### config.mk
export PLATFORM = sky130hd
export DESIGN_NAME = fetch_sequencer_flat
export DESIGN_NICKNAME = d
export VERILOG_FILES = /design/src/rtl/fetch_sequencer_pkg.sv /design/src/rtl/fetch_sequencer_if.sv /design/src/rtl/fetch_sequencer_en_reg.sv /design/src/rtl/fetch_sequencer.sv /design/src/flat_wrapper.sv
export SDC_FILE = /design/constraint.sdc
export NUM_CORES = 1
export LEC_CHECK = 0
export CORE_ASPECT_RATIO = 1.75
export CORE_MARGIN = 8
export CORE_UTILIZATION = 45
export DETAILED_ROUTE_END_ITERATION = 8
export MAX_ROUTING_LAYER = met4
export PLACE_DENSITY_LB_ADDON = 0.12
export SYNTH_ARGS = -nofsm -noshare
export SYNTH_HDL_FRONTEND = slang
export SYNTH_SLANG_ARGS = --single-unit
### constraint.sdc
create_clock -name CLK -period 3.65 [get_ports CLK]
set_clock_uncertainty 0.1 [all_clocks]
set_input_delay 0.9125 -clock CLK [delete_from_list [all_inputs] [get_ports CLK]]
set_output_delay 0.9125 -clock CLK [all_outputs]
set_load 0.02 [all_outputs]
### src/rtl/fetch_sequencer_pkg.sv
// Shared constants for the 4-bit processor front end: phase encoding,
// decoder-address field layout and control-word bit positions.
package fetch_sequencer_pkg;

    localparam int          PC_W_DEFAULT     = 12;
    localparam logic [11:0] RESET_PC_DEFAULT = 12'h000;

    localparam logic PHASE_FETCH = 1'b0;
    localparam logic PHASE_EXEC  = 1'b1;

    // decode_addr = {instr, C, Z, phase}
    localparam int DA_W        = 7;
    localparam int DA_INSTR_HI = 6;
    localparam int DA_INSTR_LO = 3;
    localparam int DA_C        = 2;
    localparam int DA_Z        = 1;
    localparam int DA_PHASE    = 0;

    // Bit positions of the sequencer controls inside the 13-bit decoder word
    localparam int CW_W          = 13;
    localparam int CW_INC_PC     = 0;
    localparam int CW_LOAD_PC    = 1;
    localparam int CW_LOAD_FLAGS = 2;

    function automatic logic [DA_W-1:0] pack_decode_addr(
        input logic [3:0] instr_f,
        input logic       c_f,
        input logic       z_f,
        input logic       phase_f
    );
        logic [DA_W-1:0] a;
        a                          = '0;
        a[DA_INSTR_HI:DA_INSTR_LO] = instr_f;
        a[DA_C]                    = c_f;
        a[DA_Z]                    = z_f;
        a[DA_PHASE]                = phase_f;
        return a;
    endfunction

endpackage

### src/rtl/fetch_sequencer_if.sv
// Bus between the fetch sequencer (master) and its ROM/decoder/ALU neighbours (slave).
interface fetch_sequencer_if #(
    parameter int PC_W = 12
);
    logic [7:0]      program_byte;
    logic            inc_pc;
    logic            load_pc;
    logic            load_flags;
    logic            alu_c;
    logic            alu_z;
    logic [PC_W-1:0] pc;
    logic            phase;
    logic [3:0]      instr;
    logic [3:0]      oprnd;
    logic            c_flag;
    logic            z_flag;
    logic [6:0]      decode_addr;
    logic [PC_W-1:0] ram_addr;

    modport master (
        input  program_byte, inc_pc, load_pc, load_flags, alu_c, alu_z,
        output pc, phase, instr, oprnd, c_flag, z_flag, decode_addr, ram_addr
    );

    modport slave (
        output program_byte, inc_pc, load_pc, load_flags, alu_c, alu_z,
        input  pc, phase, instr, oprnd, c_flag, z_flag, decode_addr, ram_addr
    );
endinterface

### src/rtl/fetch_sequencer_en_reg.sv
// Parameterised-width register with synchronous active-high reset and load enable.
module en_reg #(
    parameter int           W       = 8,
    parameter logic [W-1:0] RST_VAL = '0
) (
    input  logic         CLK,
    input  logic         RST,
    input  logic         en,
    input  logic [W-1:0] d,
    output logic [W-1:0] q
);

    // NOTE: sequential state is written with <= so every register samples
    // pre-edge values regardless of block ordering.
    always_ff @(posedge CLK) begin
        if (RST)
            q <= RST_VAL;
        else if (en)
            q <= d;
    end

endmodule

### src/rtl/fetch_sequencer.sv
// Program counter, two-phase fetch/execute sequencer, fetch register and
// C/Z flags for the 4-bit processor; feeds the instruction decoder.
module fetch_sequencer
    import fetch_sequencer_pkg::*;
#(
    parameter int              PC_W     = PC_W_DEFAULT,
    parameter logic [PC_W-1:0] RESET_PC = RESET_PC_DEFAULT
) (
    input  logic               CLK,
    input  logic               RST,
    input  logic               ENABLE,
    fetch_sequencer_if.master  bus
);

    logic            phase;
    logic [PC_W-1:0] pc;
    logic [PC_W-1:0] pc_next;
    logic [3:0]      instr;
    logic [3:0]      oprnd;
    logic            c_flag;
    logic            z_flag;
    logic [PC_W-1:0] ram_addr;

    wire fetch_en = ENABLE && (phase == PHASE_FETCH);
    wire flags_en = ENABLE && (phase == PHASE_EXEC) && bus.load_flags;

    assign ram_addr = PC_W'({oprnd, bus.program_byte});

    // NOTE: pc_next takes a default before any branch so no path leaves it
    // unassigned and no latch is inferred.
    always_comb begin
        pc_next = pc;
        if (bus.load_pc && phase == PHASE_EXEC)
            pc_next = ram_addr;
        else if (bus.inc_pc)
            pc_next = pc + PC_W'(1);
    end

    always_ff @(posedge CLK) begin
        if (RST) begin
            pc    <= RESET_PC;
            phase <= PHASE_FETCH;
        end else if (ENABLE) begin
            pc    <= pc_next;
            phase <= ~phase;
        end
    end

    en_reg #(.W(8)) u_fetch_reg (
        .CLK (CLK),
        .RST (RST),
        .en  (fetch_en),
        .d   (bus.program_byte),
        .q   ({instr, oprnd})
    );

    en_reg #(.W(2)) u_flags_reg (
        .CLK (CLK),
        .RST (RST),
        .en  (flags_en),
        .d   ({bus.alu_c, bus.alu_z}),
        .q   ({c_flag, z_flag})
    );

    assign bus.pc          = pc;
    assign bus.phase       = phase;
    assign bus.instr       = instr;
    assign bus.oprnd       = oprnd;
    assign bus.c_flag      = c_flag;
    assign bus.z_flag      = z_flag;
    assign bus.ram_addr    = ram_addr;
    assign bus.decode_addr = pack_decode_addr(instr, c_flag, z_flag, phase);

endmodule

### src/flat_wrapper.sv
// flat-port wrapper written by rule: the top's interface ports become plain ports
module fetch_sequencer_flat import fetch_sequencer_pkg::*;
#(
    parameter int              PC_W     = PC_W_DEFAULT,
    parameter logic [PC_W-1:0] RESET_PC = RESET_PC_DEFAULT
)
  (CLK, RST, ENABLE, bus_program_byte, bus_inc_pc, bus_load_pc, bus_load_flags, bus_alu_c, bus_alu_z, bus_pc, bus_phase, bus_instr, bus_oprnd, bus_c_flag, bus_z_flag, bus_decode_addr, bus_ram_addr);
  fetch_sequencer_if #(.PC_W(PC_W)) bus_i ();
  input  logic CLK;
  input  logic RST;
  input  logic ENABLE;
  input wire logic [$bits(bus_i.program_byte)-1:0] bus_program_byte;
  input wire logic [$bits(bus_i.inc_pc)-1:0] bus_inc_pc;
  input wire logic [$bits(bus_i.load_pc)-1:0] bus_load_pc;
  input wire logic [$bits(bus_i.load_flags)-1:0] bus_load_flags;
  input wire logic [$bits(bus_i.alu_c)-1:0] bus_alu_c;
  input wire logic [$bits(bus_i.alu_z)-1:0] bus_alu_z;
  output wire logic [$bits(bus_i.pc)-1:0] bus_pc;
  output wire logic [$bits(bus_i.phase)-1:0] bus_phase;
  output wire logic [$bits(bus_i.instr)-1:0] bus_instr;
  output wire logic [$bits(bus_i.oprnd)-1:0] bus_oprnd;
  output wire logic [$bits(bus_i.c_flag)-1:0] bus_c_flag;
  output wire logic [$bits(bus_i.z_flag)-1:0] bus_z_flag;
  output wire logic [$bits(bus_i.decode_addr)-1:0] bus_decode_addr;
  output wire logic [$bits(bus_i.ram_addr)-1:0] bus_ram_addr;
  assign bus_i.program_byte = bus_program_byte;
  assign bus_i.inc_pc = bus_inc_pc;
  assign bus_i.load_pc = bus_load_pc;
  assign bus_i.load_flags = bus_load_flags;
  assign bus_i.alu_c = bus_alu_c;
  assign bus_i.alu_z = bus_alu_z;
  assign bus_pc = bus_i.pc;
  assign bus_phase = bus_i.phase;
  assign bus_instr = bus_i.instr;
  assign bus_oprnd = bus_i.oprnd;
  assign bus_c_flag = bus_i.c_flag;
  assign bus_z_flag = bus_i.z_flag;
  assign bus_decode_addr = bus_i.decode_addr;
  assign bus_ram_addr = bus_i.ram_addr;
  fetch_sequencer #(.PC_W(PC_W), .RESET_PC(RESET_PC)) u_core (.CLK(CLK), .RST(RST), .ENABLE(ENABLE), .bus(bus_i));
endmodule
==> flow_summary.ini <==
[outcome]
status = complete, no violations

[critical_path]
cp_common_cell = clkdlybuf4s50_1
max_stage_delay_ns = 0.63
slowest_stage = clkdlybuf4s50_1
required_ns = 2.64
critical_path_depth = 2
critPathLaunchType = input pin
cp-end-kind = output port
worst_r2r_path_depth = 5
worst-path-buf-inv = 2
crit_type = input pin to output port
path_cells = clkdlybuf4s50_1 > clkdlybuf4s50_1
arrival_ns = 2.05
crit_fanout = 3
cpLargestDelayFamily = buffers and inverters

[power]
ir_drop_mv = 0.233
leakage_uw = 0.000616
power.density_nw_per_um2 = 320
total_power_uw = 572

[cells_and_area]
postLayoutCellArea_um2 = 1780
fill_cells = 267
layout-drive-gt1-share = 0.0441
final_common_cell = clkdlybuf4s50_1
mostFrequentLayoutCells = clkdlybuf4s50_1 (57), nand2_1 (28), dfxtp_1 (23), a21oi_1 (20), o21ai_0 (10)
nets = 222
instances_no_fill = 232
num_antenna_cells = 0
area_growth_pct = 36.9

[yosys]
synth_edf_count = 0
yosysWarnings = 0
async_flop_share = 0
synthCells = 169
ys_seq_area_frac = 0.353
synthFlopType = dfxtp_1
ys_ff_latch = 23
syn_area_um2 = 1300
syn-num-nets = 186
syn_area_per_cell_um2 = 7.71
yosysUniqueCellTypes = 39

[clocking]
clk_latency_ns = 0.27
cts_tree = yes
post_cts_buffers = 0
clockRootBuffer = clkbuf_8
cts.clk_slew.worst_paths_ns = 0.08
clkSinkCount = 23
cts_resized = 0
hold_buffers = 0
cts_made_buffers = 3
clock_path_buffers = 2
cts.htree.levels = 1

[timing]
max_slew_margin = 0.416
slew_violations = 0
setup_tns_ns = 0
min_period_over_period = 0.840
fmax_ghz = 0.326
final_hold_viol_count = 0
rsz0062_at_grt = no
fin_ws_ns = 0.584
min_period_ns = 3.07
setup_viol = 0
tightest_slew_ns = 0.873

[flow_run]
cap_violations = 0

[routing]
via_per_inst = 5.69
drtIter0Drc = 28
vias = 1321
ant_nets = 0
wl_per_cell_um = 16.9
drc = 0
wirelength_um = 3930
first_pass_iters = 4

[floorplan]
chipWidth_um = 56.7
rows = 26
coreArea_um2 = 2830
ios = 58
die_area_um2 = 4940
die_h_um = 87.2
start_util = 0.461

[grt]
antenna_found_initial = 0
grt_overflow = 0
gr-usage-all-layers = 0.159
grt_max_degree = 26
grt_pass1_wl_um = 6360
grt_pass1_vias = 1408

[placement]
dp.cells = 228
dp_hpwl_um = 2950
io_buffers = 57
gp_congestion = 0.804
post-place-ws_ns = 0.575
post_dp_cell_area_um2 = 1740

[min_path]
min_path_type = register to register
holdPathStages = 2
-- where the power goes --
part	switching (µW)	leakage [µW]	internal, µW
Sequential	13.8	0.000188	262
Clock	84.2	0.0000255	76.4
Combinational	70.9	0.000402	64.7
Total	169	0.000616	403
-- metal layers --
layer,up-vias,GRT usage,wire length [µm]
met5,-,-,0
met4,0,0.0791,102
met3,9,0.0380,193
met2,42,0.268,2010
met1,615,0.168,1630
li1,655,-,-
-- flip-flops by register name, summed over array words and instances (netlist names) --
signal                count
u_core.bus.pc            12
u_core.u_fetch_reg.q      8
u_core.u_flags_reg.q      2
u_core.bus.phase          1
-- worst reg2reg max path, cell delays in order (launching register included) --
cell and delay [ns]:
dfxtp_1 0.49, and2_1 0.33, buf_4 0.29, o21a_1 0.39
nand2b_1 0.26, o211ai_1 0.21
-- cells by family (layout without fill, tap and decap cells) --
group,after synthesis,count (layout),share of synthesized area
AOI/OAI and AO/OA,43,43,0.192
and+or+nand+nor,71,71,0.279
muxes,3,3,0.0230
adders and majority gates,1,1,0.00960
DFF,23,23,0.353
buffers and inverters,28,63,0.143
-- cells in the mapped netlist, types with 2 or more instances --
| cell | instances | area share |
|---|---|---|
| o21ai_0 | 10 | 0.038 |
| nand2b_1 | 4 | 0.019 |
| nand3_1 | 8 | 0.031 |
| dfxtp_1 | 23 | 0.35 |
| o21bai_1 | 2 | 0.012 |
| buf_4 | 19 | 0.11 |
| and3_1 | 3 | 0.014 |
| nor2_1 | 7 | 0.020 |
| nor4_1 | 3 | 0.014 |
| nand4_1 | 3 | 0.014 |
| nand2_1 | 28 | 0.081 |
| a21oi_1 | 20 | 0.077 |
| nor2b_1 | 3 | 0.014 |
| clkbuf_1 | 7 | 0.020 |
| and2_1 | 2 | 0.0096 |
| or4_1 | 2 | 0.012 |
| mux2i_1 | 3 | 0.023 |
-- area by class of cell --
cell class	instances	area [µm²]	area share
clock buffers	3	41.3	0.0231
multi-input cells	118	657	0.368
clock inverters	1	5.00	0.00281
flip-flops and latches	23	460	0.258
repair buffers	59	586	0.328
well taps	28	35.0	0.0196
-- path summary, 6_finish.rpt --
kind | from | to | slack (ns)
max | bus_program_byte[7] | bus_ram_addr[7] | 0.58
min | u_core.u_fetch_reg.q[7] | u_core.u_fetch_reg.q[7] | 0.38
max reg2reg | u_core.bus.phase | u_core.bus.pc[10] | 1.53
min reg2reg | u_core.u_fetch_reg.q[7] | u_core.u_fetch_reg.q[7] | 0.38
-- per-stage QoR --
| step | util | hold slack (ns) |
|---|---|---|
| final | 0.630 | 0.382 |
| after global routing | 0.630 | 0.420 |
| after floorplan | - | 0.447 |
| after detailed placement | 0.614 | 0.370 |
| after global placement | 0.614 | 0.358 |
| after CTS | 0.630 | 0.383 |
Power figures use the tool's default switching activity.
